===== src/rtl/uart_pkg.sv =====
// Shared definitions for the UART transmit path: FSM state encoding,
// parity-type constants and the default frame data width.
package uart_pkg;

    localparam int DATA_WIDTH_DEFAULT = 8;

    localparam logic PAR_EVEN = 1'b0;
    localparam logic PAR_ODD  = 1'b1;

    typedef enum logic [2:0] {
        IDLE   = 3'd0,
        START  = 3'd1,
        DATA   = 3'd2,
        PARITY = 3'd3,
        STOP   = 3'd4
    } tx_state_e;

endpackage


===== src/rtl/uart_tx_serializer.sv =====
// Load/shift register and bit counter for the data portion of a frame.
// bit_now is the LSB of the held word; next_bit is what appears after one shift.
module uart_tx_serializer
    import uart_pkg::*;
#(
    parameter int Data_width = DATA_WIDTH_DEFAULT
) (
    input  logic                  CLK,
    input  logic                  RST,
    input  logic                  load,
    input  logic                  shift,
    input  logic [Data_width-1:0] data,
    output logic                  bit_now,
    output logic                  next_bit,
    output logic                  done
);

    localparam int CW = (Data_width > 1) ? $clog2(Data_width) : 1;
    localparam logic [CW-1:0] LAST = CW'(Data_width - 1);

    logic [Data_width-1:0] sreg;
    logic [CW-1:0]         cnt;

    always_ff @(posedge CLK or negedge RST) begin
        if (!RST) begin
            sreg <= '0;
            cnt  <= '0;
        end else if (load) begin
            sreg <= data;
            cnt  <= '0;
        end else if (shift) begin
            sreg <= {1'b0, sreg[Data_width-1:1]};
            cnt  <= cnt + 1'b1;
        end
    end

    assign bit_now  = sreg[0];
    assign next_bit = sreg[1];
    // cnt tracks the index of the bit currently on the line while in DATA.
    assign done     = (cnt == LAST);

endmodule


===== src/rtl/uart_tx.sv =====
// UART transmitter clocked at the baud rate: start, LSB-first data, optional
// parity, stop. TX_OUT and Busy are flops fed from the next-state decode.
module uart_tx
    import uart_pkg::*;
#(
    parameter int Data_width = DATA_WIDTH_DEFAULT
) (
    input  logic                  CLK,
    input  logic                  RST,
    input  logic [Data_width-1:0] P_DATA,
    input  logic                  Data_Valid,
    input  logic                  PAR_EN,
    input  logic                  PAR_TYP,
    output logic                  TX_OUT,
    output logic                  Busy,
    output logic [2:0]            state_dbg
);

    // Handshake: a word is accepted on any rising edge where Data_Valid=1 and
    // the FSM is in IDLE (Busy=0); Data_Valid in any other state is dropped.

    tx_state_e state, next_state;

    logic par_en_q;
    logic par_bit_q;
    logic load, shift, done;
    logic bit_now, next_bit;
    logic next_tx, next_busy;

    uart_tx_serializer #(
        .Data_width (Data_width)
    ) u_serializer (
        .CLK      (CLK),
        .RST      (RST),
        .load     (load),
        .shift    (shift),
        .data     (P_DATA),
        .bit_now  (bit_now),
        .next_bit (next_bit),
        .done     (done)
    );

    always_ff @(posedge CLK or negedge RST) begin
        if (!RST) begin
            state     <= IDLE;
            TX_OUT    <= 1'b1;
            Busy      <= 1'b0;
            par_en_q  <= 1'b0;
            par_bit_q <= 1'b0;
        end else begin
            state  <= next_state;
            TX_OUT <= next_tx;
            Busy   <= next_busy;
            if (load) begin
                par_en_q  <= PAR_EN;
                par_bit_q <= (PAR_TYP == PAR_ODD) ? ~^P_DATA : ^P_DATA;
            end
        end
    end

    // Outputs are decoded from the state being entered, so the registered
    // line value lines up with the registered state.
    always_comb begin
        next_state = state;
        load       = 1'b0;
        shift      = 1'b0;
        next_tx    = 1'b1;
        case (state)
            IDLE: begin
                if (Data_Valid) begin
                    next_state = START;
                    load       = 1'b1;
                    next_tx    = 1'b0;
                end
            end
            START: begin
                next_state = DATA;
                next_tx    = bit_now;
            end
            DATA: begin
                if (done) begin
                    next_state = par_en_q ? PARITY : STOP;
                    next_tx    = par_en_q ? par_bit_q : 1'b1;
                end else begin
                    shift   = 1'b1;
                    next_tx = next_bit;
                end
            end
            PARITY: begin
                next_state = STOP;
            end
            STOP: begin
                next_state = IDLE;
            end
            default: begin
                next_state = IDLE;
            end
        endcase
        next_busy = (next_state != IDLE);
    end

    assign state_dbg = state;

endmodule


===== config.mk =====
export PLATFORM = sky130hd
export DESIGN_NAME = uart_tx
export DESIGN_NICKNAME = d
export VERILOG_FILES = /design/src/rtl/uart_pkg.sv /design/src/rtl/uart_tx_serializer.sv /design/src/rtl/uart_tx.sv
export SDC_FILE = /design/constraint.sdc
export NUM_CORES = 1
export LEC_CHECK = 0
export ABC_AREA = 0
export BUFFER_PORTS_ARGS = -buffer_cell sky130_fd_sc_hd__buf_2
export CAP_MARGIN = 20
export CORE_MARGIN = 4
export CORE_UTILIZATION = 40
export CTS_CLUSTER_DIAMETER = 150
export DETAILED_ROUTE_END_ITERATION = 8
export SLEW_MARGIN = 20
export SYNTH_ARGS = -nofsm -noshare
export SYNTH_HDL_FRONTEND = slang
export SYNTH_SLANG_ARGS = --single-unit
export TNS_END_PERCENT = 1

===== constraint.sdc =====
create_clock -name CLK -period 2 [get_ports CLK]
set_input_delay 0.2 -clock CLK [delete_from_list [all_inputs] [get_ports CLK]]
set_output_delay 0.2 -clock CLK [all_outputs]
set_load 0.1 [all_outputs]

== Yosys cells after proc, flatten, opt, wreduce, memory -nomap -nowiden ==
Index checks and enable logic that the tools add are counted.
Cells by class
  reductions and logical operators: 5
  mux-type cells: 17
  $lt $le $gt $ge: 0
  bitwise logic cells: 0
  shift operators: 0
  $add $sub $neg: 1
  equal/unequal tests: 4
  divide/modulo/power cells: 0
  multipliers: 0
Operators by type and width (count)
  $mux W8: 2
  $mux W3: 5
  $pmux W3 S4: 1
  $mux W1: 8
  $reduce_xnor A8 Y1: 1
  $reduce_xor A8 Y1: 1
  $eq A3 B2 Y1 const B: 2
  $add A3 B1 Y3 const B: 1
  $eq A3 B1 Y1 const B: 1
  $eq A3 B3 Y1 const B: 1
  $logic_not A3 Y1: 1
  $pmux W1 S3: 1
  $reduce_bool A3 Y1: 1
  $reduce_bool A2 Y1: 1
Word-level totals
  output and inout bits: 5
  word-level logic and storage cells: 34
  bits in writable memories: 0
  ROM bits: 0
  flip-flop bits (word level): 18
  memories kept: 0
  bits in latches: 0
  input bits: 13

== Logic depth before layout (Yosys ltp) ==
Gate-level depths: netlist of the first run.
  depth in word-level cells: 5
  depth in mapped cells: 6
  gate-level depth less buffers: 6

== Cells and area by module ==
A second synthesis of the first run with hierarchy kept.
Unflattened totals
  cells, all modules: 83
  area total of the unflattened synthesis: 919.6 um^2
Modules (own cells, without submodules)
  uart_tx_serializer: area each 508.0 um^2, instances 1, cells an instance 45
  uart_tx: area each 411.6 um^2, instances 1, cells an instance 38

== Worst setup path before layout of the first run ==
No wires, ideal clock.
  path type: register -> register
  start point: register state[1] (netlist: state_dbg[1])
  end point: register u_serializer.sreg[0]
  data arrival time: 1.900 ns
  clock period less this slack: 2.042 ns
  stages on the path, launching flop included: 6
  required time: 1.857 ns
  slack: -0.042 ns
  path through: dfrtp_1 -> buf_2 -> nor4b_4 -> buf_6 -> mux2i_1 -> o21ai_0
On the way
  cells in the longest elaborated chain, start to end: 3
RTL lines
  start: declaration: RTL line uart_tx.sv:22  | tx_state_e state, next_state;
  start signal: assignment: RTL line uart_tx.sv:51  | state <= next_state;
  $eq A3 B2 Y1 or $logic_not A3 Y1 (tied branches): RTL line uart_tx.sv:68  | case (state)
  $mux W1: RTL line uart_tx.sv:68
  $reduce_bool A2 Y1 (no line) or $mux W8 (tied branches)
  end signal: assignment: RTL line uart_tx_serializer.sv:29  | sreg <= data;
  end signal: assignment: RTL line uart_tx_serializer.sv:32  | sreg <= {1'b0, sreg[Data_width-1:1]};
  end: declaration: RTL line uart_tx_serializer.sv:21  | logic [Data_width-1:0] sreg;
Several ways; a longest one is shown, not always the timed one.
A chain may end at the register's enable or synchronous reset.

== Worst setup path after layout of the first run ==
  start point: register u_serializer.cnt[0]
  end point: register u_serializer.cnt[0]
On the way
  cells in the longest elaborated chain, start to end: 4
RTL lines
  start: declaration: RTL line uart_tx_serializer.sv:22  | logic [CW-1:0] cnt;
  start signal: assignment: RTL line uart_tx_serializer.sv:33  | cnt <= cnt + 1'b1;
  branches (longest 4 deep; another with $add A3 B1 Y3)
Parallel ways; which one is timed is not known. The select of a mux whose other input is x is not followed.

==> impl_metrics.toml, run 1 <==
[cts]
cts_buffer_depth = 2
h-tree-depth = 1
cts_setup_buffers = 0
hold_buffers = 1
clock-sinks = 18
cts-root-buf = "clkbuf_4"
clock_latency_ns = 0.29
numCtsBuffers = 3
cts.repair.resized = 0
cts.reportedPaths.clkPinSlew_ns = 0.10
tritoncts = "built"

[cells_and_area]
nFillCells = 222
multi_input_area_um2 = 437
syn2layout_area_growth_pct = 16.0
finalInstanceArea_mm2 = 0.00109
drive_gt1_frac = 0.317
fin_util = 0.491
final_cell_count_no_fill = 129
antenna_cells = 0
nNetsFinal = 117
ff_latch_area_um2 = 453

[job]
drv_cap = 0

[sta]
timing.slew.headroom = 0.679
setup_viol = 0
period_share = 0.913
fmax_mhz = 548
timing.final.crit_period_ns = 1.83
clock_skew_ns = 0.00259
fin_setup_tns_ns = 0
max_slew.worst_pin.slew_ns = 0.479
layout_setup_ws_ns = 0.174
drv_slew = 0
hold_violations = 0
grt_setup_unrepaired = "no"
whs_ns = 0.116

[synthesis]
yosysMostFrequentCell = "dfrtp_1"
seq_area_frac_synth = 0.483
synth_top_cell_area_share = 0.455
synth_area_um2 = 936
ys_types = 28
synth_cells = 81
synth_nets = 96
synthTopCellsByCount = "17 x dfrtp_1, 9 x nand2_1, 9 x o21ai_0"
ys_ff_latch = 18
synth_edf_count = 0
ys.flop_type = "dfrtp_1"
synth_area_leader_cell = "dfrtp_1"
syn_area_per_cell_um2 = 11.6
synth_warnings = 0
synth_area_leaders = "dfrtp_1 45%, mux2i_1 6.4%, nor4b_4 5.1%"
async_flop_share = 1.00

[critical_path]
rr_startpoint = "u_serializer.cnt[0]"
crit_fanout = 8
cp-start-kind = "register"
cpPeakStageDelay_ns = 0.40
crit_required_ns = 2.18
crit_top_cell = "ha_1"
crit_slowest_cell = "dfrtp_1"
crit_start = "u_serializer.cnt[0]"
path_cells = "ha_1 > ha_1 > nor4b_4 > buf_4 > nor2_2 > mux2_2"
worstSetupEndpointType = "register"
crit_family = "adder cells"
cp.arrival_ns = 2.01
critPathKind = "register to register"
cp_num_buf_inv = 1

[die]
core_area_mm2 = 0.00221
die_y_um = 56.4
start_util = 0.423
row_count = 17
io_pins = 18
die_area_mm2 = 0.00318
fp.dieW_um = 56.4

[route]
wirelength_um = 1630
ant_nets = 0
wire_per_inst_um = 12.7
drc = 0
first_iter_violations = 8
dr.pass1.iters = 2
vias = 629
via_per_inst = 4.88

[placed_design]
pre_cts_slack_ns = 0.173
placed_cell_area_mm2 = 0.00104
place.gp.congestion = 0.839
place_inst = 124
portBuffers = 17
hpwlAfterDp_um = 1270

[power_and_ir_drop]
p_per_area_mw_per_mm2 = 1700
p_total_mw = 1.85
static-leakage-power_nw = 0.503
vdd_drop_max_uv = 904

[global_routing]
grt_max_degree = 19
grtUsageTotal = 0.121
antenna_found_initial = 0
grt_pass1_vias = 679
grt.overflow.total = 0
grt_pass1_wl_um = 2970

[min_path]
hold_path_startpoint = "PAR_EN"
min_path_type = "input port to register"

[run_status]
status = "complete, no violations"
sequential cells by signal, summed over array words and instances (netlist names):
name	flops
state_dbg	3
Busy	1
par_bit_q	1
TX_OUT	1
u_serializer.cnt	3
par_en_q	1
u_serializer.sreg	8
routing by layer:
| metal | vias up | GRT usage | wire length (µm) |
|---|---|---|---|
| met4 | 0 | 0.0814 | 43 |
| met5 | - | 0 | 0 |
| li1 | 320 | - | - |
| met1 | 292 | 0.153 | 769 |
| met2 | 13 | 0.187 | 754 |
| met3 | 4 | 0.0207 | 66 |
kinds of logic (layout without fill, tap and decap cells):
| logic type | Yosys count | count (layout) | synth area share |
|---|---|---|---|
| multiplexers | 9 | 9 | 0.100 |
| XOR/XNOR | 7 | 7 | 0.0802 |
| AND/OR/NAND/NOR | 21 | 21 | 0.148 |
| adder cells (fa/ha/maj) | 2 | 2 | 0.0267 |
| flip-flops | 18 | 18 | 0.483 |
| buffers and inverters | 7 | 27 | 0.0508 |
| AO/OA/AOI/OAI | 17 | 17 | 0.111 |
final cells by class:
| class | instances | share of cell area |
|---|---|---|
| multi-input cells | 56 | 0.402 |
| repair buffers | 21 | 0.108 |
| well taps | 28 | 0.0323 |
| clock buffers | 4 | 0.0334 |
| flip-flops and latches | 18 | 0.417 |
| inverters | 2 | 0.00691 |
placed cells by master, fill, tap and decap left out, types with 2 or more instances in the layout:
cell,netlist,layout
a21oi_1,2,2
a22o_1,3,3
buf_2,1,17
buf_4,1,3
clkbuf_4,0,3
dfrtp_1,17,16
ha_1,2,2
inv_1,2,2
mux2_2,3,3
mux2i_1,6,6
nand2_1,9,9
nor2_1,3,3
nor3b_1,2,2
nor4b_4,2,2
o21ai_0,9,9
xnor2_1,5,5
power breakdown:
group	switching, mW	internal [mW]	total [mW]
sequential	0.146	0.537	0.684
clock	0.110	0.111	0.221
combinational	0.594	0.348	0.942
total	0.850	0.997	1.85
path summary, 6_finish.rpt:
check	depth (start not counted)	endpoint	slack (ns)
max	6	u_serializer.cnt[0]	0.17
min	3	par_en_q	0.12
max reg2reg	6	u_serializer.cnt[0]	0.17
min reg2reg	2	u_serializer.sreg[6]	0.50
max in group asynchronous	2	TX_OUT	1.33
min in group asynchronous	2	state_dbg[2]	0.36
worst min-delay path, cell delays in order:
cell	delay (ns)
buf_2	0.08
nand2_1	0.04
o21ai_0	0.06
No activity file was read; power rests on OpenSTA's default activity.
==> inputs of run 2 (changes only) <==
--- a/config.mk
+++ b/config.mk
@@ -9,9 +9,10 @@
 export BUFFER_PORTS_ARGS = -buffer_cell sky130_fd_sc_hd__buf_2
 export CAP_MARGIN = 20
 export CORE_MARGIN = 4
-export CORE_UTILIZATION = 40
+export CORE_UTILIZATION = 52
 export CTS_CLUSTER_DIAMETER = 150
 export DETAILED_ROUTE_END_ITERATION = 8
+export PLACE_DENSITY = 0.76
 export SLEW_MARGIN = 20
 export SYNTH_ARGS = -nofsm -noshare
 export SYNTH_HDL_FRONTEND = slang
==> constraint.sdc (replaced) <==
create_clock -name CLK -period 2 [get_ports CLK]
set_input_delay 0.2 -clock CLK [delete_from_list [all_inputs] [get_ports CLK]]
set_output_delay 0.2 -clock CLK [all_outputs]
set_load 0.02 [all_outputs]
==> impl_metrics.toml, run 2 (same netlist as run 1, synthesis figures left out) <==
[cts]
h-tree-depth = 1
cts-root-buf = "clkbuf_4"
hold_buffers = 1
cts_setup_buffers = 0
cts.repair.resized = 0
cts_buffer_depth = 2
clock_latency_ns = 0.29
numCtsBuffers = 3
tritoncts = "built"
cts.reportedPaths.clkPinSlew_ns = 0.09
clock-sinks = 18

[route]
dr.pass1.iters = 4
via_per_inst = 5.18
drc = 0
wirelength_um = 1640
vias = 647
wire_per_inst_um = 13.1
first_iter_violations = 8
ant_nets = 0

[placed_design]
hpwlAfterDp_um = 1200
portBuffers = 17
place.gp.congestion = 0.727
place_inst = 120

[global_routing]
grt_max_degree = 19
grtUsageTotal = 0.156
grt_pass1_vias = 647
antenna_found_initial = 0
grt_pass1_wl_um = 2860
grt.overflow.total = 0

[cells_and_area]
antenna_cells = 0
drive_gt1_frac = 0.290
largest_register_ff_count = 8
final_cell_mix = "17 x dfrtp_1, 17 x buf_2, 9 x o21ai_0, 9 x nand2_1, 6 x mux2i_1"
fin_util = 0.623
final_cell_count_no_fill = 125
syn2layout_area_growth_pct = 13.6
largest-register = "u_serializer.sreg"
nNetsFinal = 116

[power_and_ir_drop]
p_per_area_mw_per_mm2 = 1440
static-leakage-power_nw = 0.493
vdd_drop_max_uv = 733

[critical_path]
cp_num_buf_inv = 1
path_cells = "ha_1 > ha_1 > nor4b_4 > buf_4 > nor2_2 > mux2_2"
cp-start-kind = "register"
cpPeakStageDelay_ns = 0.40
worstSetupEndpointType = "register"
crit_fanout = 11
cp.arrival_ns = 2.02
crit_required_ns = 2.19
critPathKind = "register to register"
crit_top_cell = "ha_1"
crit_family = "adder cells"
crit_slowest_cell = "dfrtp_1"

[sta]
drv_slew = 0
timing.slew.headroom = 0.670
clock_skew_ns = 0.00130
hold_violations = 0
max_slew.worst_pin.slew_ns = 0.494
timing.final.crit_period_ns = 1.83
setup_viol = 0
grt_setup_unrepaired = "no"
period_share = 0.915
fin_setup_tns_ns = 0
fmax_mhz = 546
whs_ns = 0.111

[die]
row_count = 15
die_area_mm2 = 0.00254
core_area_mm2 = 0.00171
io_pins = 18
fp.dieW_um = 50.4
die_y_um = 50.4
start_util = 0.548

[min_path]
min_path_type = "input port to register"

[run_status]
status = "complete, no violations"

[job]
drv_cap = 0
run 2: path summary, 6_finish.rpt:
check	from	end	slack [ns]	cells past startpoint
worst min-delay path	PAR_EN	par_en_q	0.11	3
max in group asynchronous	RST	TX_OUT	1.34	2
min in group asynchronous	RST	u_serializer.sreg[7]	0.35	2
worst max-delay path	u_serializer.cnt[0]	u_serializer.cnt[0]	0.17	6
worst min register to register	par_bit_q	par_bit_q	0.51	1
worst max register to register	u_serializer.cnt[0]	u_serializer.cnt[0]	0.17	6
run 2: metrics by stage:
stage               instance area [µm²]  power, mW  setup slack [ns]
finish                             1060       1.53             0.169
global route                       1060       1.66            0.0338
CTS                                1060       1.55             0.165
detailed placement                 1030       1.36             0.181
global placement                   1030       1.33             0.216
floorplan                           936       1.22             0.328
run 2: layout make-up:
class | instances | area [µm²]
fill | 145 | 644
sequential | 18 | 452
multi-input combinational | 56 | 437
timing repair buffer | 20 | 110
tap | 25 | 31.3
clock buffer | 4 | 26.3
inverter | 2 | 7.51
run 2: layer usage:
layer | share of wire | track usage | vias to the layer above
li1 | - | - | 320
met1 | 0.45 | 0.185 | 308
met4 | 0.020 | 0.0673 | 0
met5 | 0 | 0 | -
met3 | 0.060 | 0.0593 | 4
met2 | 0.47 | 0.250 | 15
run 2: report_power, final:
part / leakage [nW] / internal [mW] / total, mW / switching (mW)
sequential: 0.223 / 0.535 / 0.688 / 0.152
clock: 0.0150 / 0.0777 / 0.182 / 0.105
combinational: 0.256 / 0.333 / 0.664 / 0.331
run 2: worst register-to-register path: stages (launching register included):
cell and delay (ns):
dfrtp_1 0.40, ha_1 0.20, ha_1 0.26, nor4b_4 0.26
buf_4 0.23, nor2_2 0.09, mux2_2 0.28
==> inputs of run 3 (changes only) <==
--- a/config.mk
+++ b/config.mk
@@ -12,6 +12,7 @@
 export CORE_UTILIZATION = 52
 export CTS_CLUSTER_DIAMETER = 150
 export DETAILED_ROUTE_END_ITERATION = 8
+export MAX_ROUTING_LAYER = met4
 export PLACE_DENSITY = 0.76
 export SLEW_MARGIN = 20
 export SYNTH_ARGS = -nofsm -noshare
==> impl_metrics.toml, run 3 (same netlist as run 1, synthesis figures left out) <==
[die]
io_pins = 18
row_count = 15
die_area_mm2 = 0.00254
core_area_mm2 = 0.00171
die_y_um = 50.4
fp.dieW_um = 50.4
start_util = 0.548

[cts]
clock-sinks = 18
tritoncts = "built"
h-tree-depth = 1
cts.reportedPaths.clkPinSlew_ns = 0.09
cts_setup_buffers = 0
cts_buffer_depth = 2
numCtsBuffers = 3
cts-root-buf = "clkbuf_4"
cts.repair.resized = 0
clock_latency_ns = 0.29
hold_buffers = 1

[sta]
timing.final.crit_period_ns = 1.83
clock_skew_ns = 0.00119
grt_setup_unrepaired = "no"
fmax_mhz = 545
setup_viol = 0
timing.slew.headroom = 0.669
drv_slew = 0
period_share = 0.917
hold_violations = 0
max_slew.worst_pin.slew_ns = 0.494
fin_setup_tns_ns = 0

[power_and_ir_drop]
p_total_mw = 1.53
vdd_drop_max_uv = 732
static-leakage-power_nw = 0.493
p_per_area_mw_per_mm2 = 1440

[route]
met2_wirelength_um = 780
ant_nets = 0
wirelength_um = 1640
wirelength_met1_um = 740
first_iter_violations = 8
highest_layer = "met4"
wl_met3_um = 93
via_per_inst = 5.18
dr.pass1.iters = 4
drc = 0
wire_per_inst_um = 13.2
vias = 647

[critical_path]
cp-start-kind = "register"
cp.arrival_ns = 2.02
crit_required_ns = 2.18
critPathKind = "register to register"
worstSetupEndpointType = "register"
r2r_slack_ns = 0.17
crit_fanout = 11

[global_routing]
grt_max_degree = 19
grt.overflow.total = 0
grt_pass1_vias = 646
grt_pass1_wl_um = 2860
grtUsageTotal = 0.160
antenna_found_initial = 0

[cells_and_area]
nNetsFinal = 116
final_cell_mix = "17 x dfrtp_1, 17 x buf_2, 9 x o21ai_0, 9 x nand2_1, 6 x mux2i_1"
syn2layout_area_growth_pct = 13.6
drive_gt1_frac = 0.290
largest-register = "u_serializer.sreg"
antenna_cells = 0
final_cell_count_no_fill = 125
largest_register_ff_count = 8

[job]
drv_cap = 0

[placed_design]
hpwlAfterDp_um = 1200
place.gp.congestion = 0.735
portBuffers = 17
place_inst = 120

[min_path]
min_path_type = "input port to register"

[run_status]
status = "complete, no violations"
[run 3: cell counts in the layout (fill, tap and decap cells not counted)]
Identical to the previous run, type by type.
[run 3: layer usage]
metal / up-vias / GRT usage
met5: - / -
met4: 0 / 0.0673
met3: 4 / 0.0564
met2: 15 / 0.250
met1: 308 / 0.187
li1: 320 / -
[run 3: critical path, cell delays in order, from the launching register on]
cell and delay, ns:
dfrtp_1 0.40, ha_1 0.20, ha_1 0.26, nor4b_4 0.26, buf_4 0.23, nor2_2 0.09, mux2_2 0.28
[run 3: report_power, final]
| part | internal [mW] | switching, mW | total (mW) |
|---|---|---|---|
| clock network | 0.0777 | 0.105 | 0.182 |
| logic | 0.333 | 0.332 | 0.665 |
| registers | 0.535 | 0.152 | 0.688 |
[run 3: metrics by stage]
| stage | util | area (µm²) | hold WS (ns) | worst slack, ns |
|---|---|---|---|---|
| finish | 0.623 | 1060 | 0.111 | 0.167 |
| global route | 0.623 | 1060 | 0.115 | 0.0338 |
| CTS | 0.623 | 1060 | 0.101 | 0.165 |
| detailed placement | 0.601 | 1030 | 0.151 | 0.181 |
| global placement | 0.601 | 1030 | 0.146 | 0.216 |
| floorplan | - | 936 | -0.0956 | 0.328 |
[run 3: final timing paths]
kind / startpoint / to / cells past startpoint
worst min-delay path: PAR_EN / par_en_q / 3
worst min register to register: par_bit_q / par_bit_q / 1
worst max-delay path: u_serializer.cnt[0] / u_serializer.cnt[0] / 6
max in group asynchronous: RST / TX_OUT / 2
min in group asynchronous: RST / u_serializer.sreg[7] / 2
worst max register to register: u_serializer.cnt[0] / u_serializer.cnt[0] / 6
[run 3: final cells by class]
| type | count | area (µm²) |
|---|---|---|
| Multi-Input combinational cell | 56 | 437 |
| Fill cell | 145 | 644 |
| Sequential cell | 18 | 452 |
| Clock buffer | 4 | 26.3 |
| Timing Repair Buffer | 20 | 110 |
| Tap cell | 25 | 31.3 |
| Inverter | 2 | 7.51 |
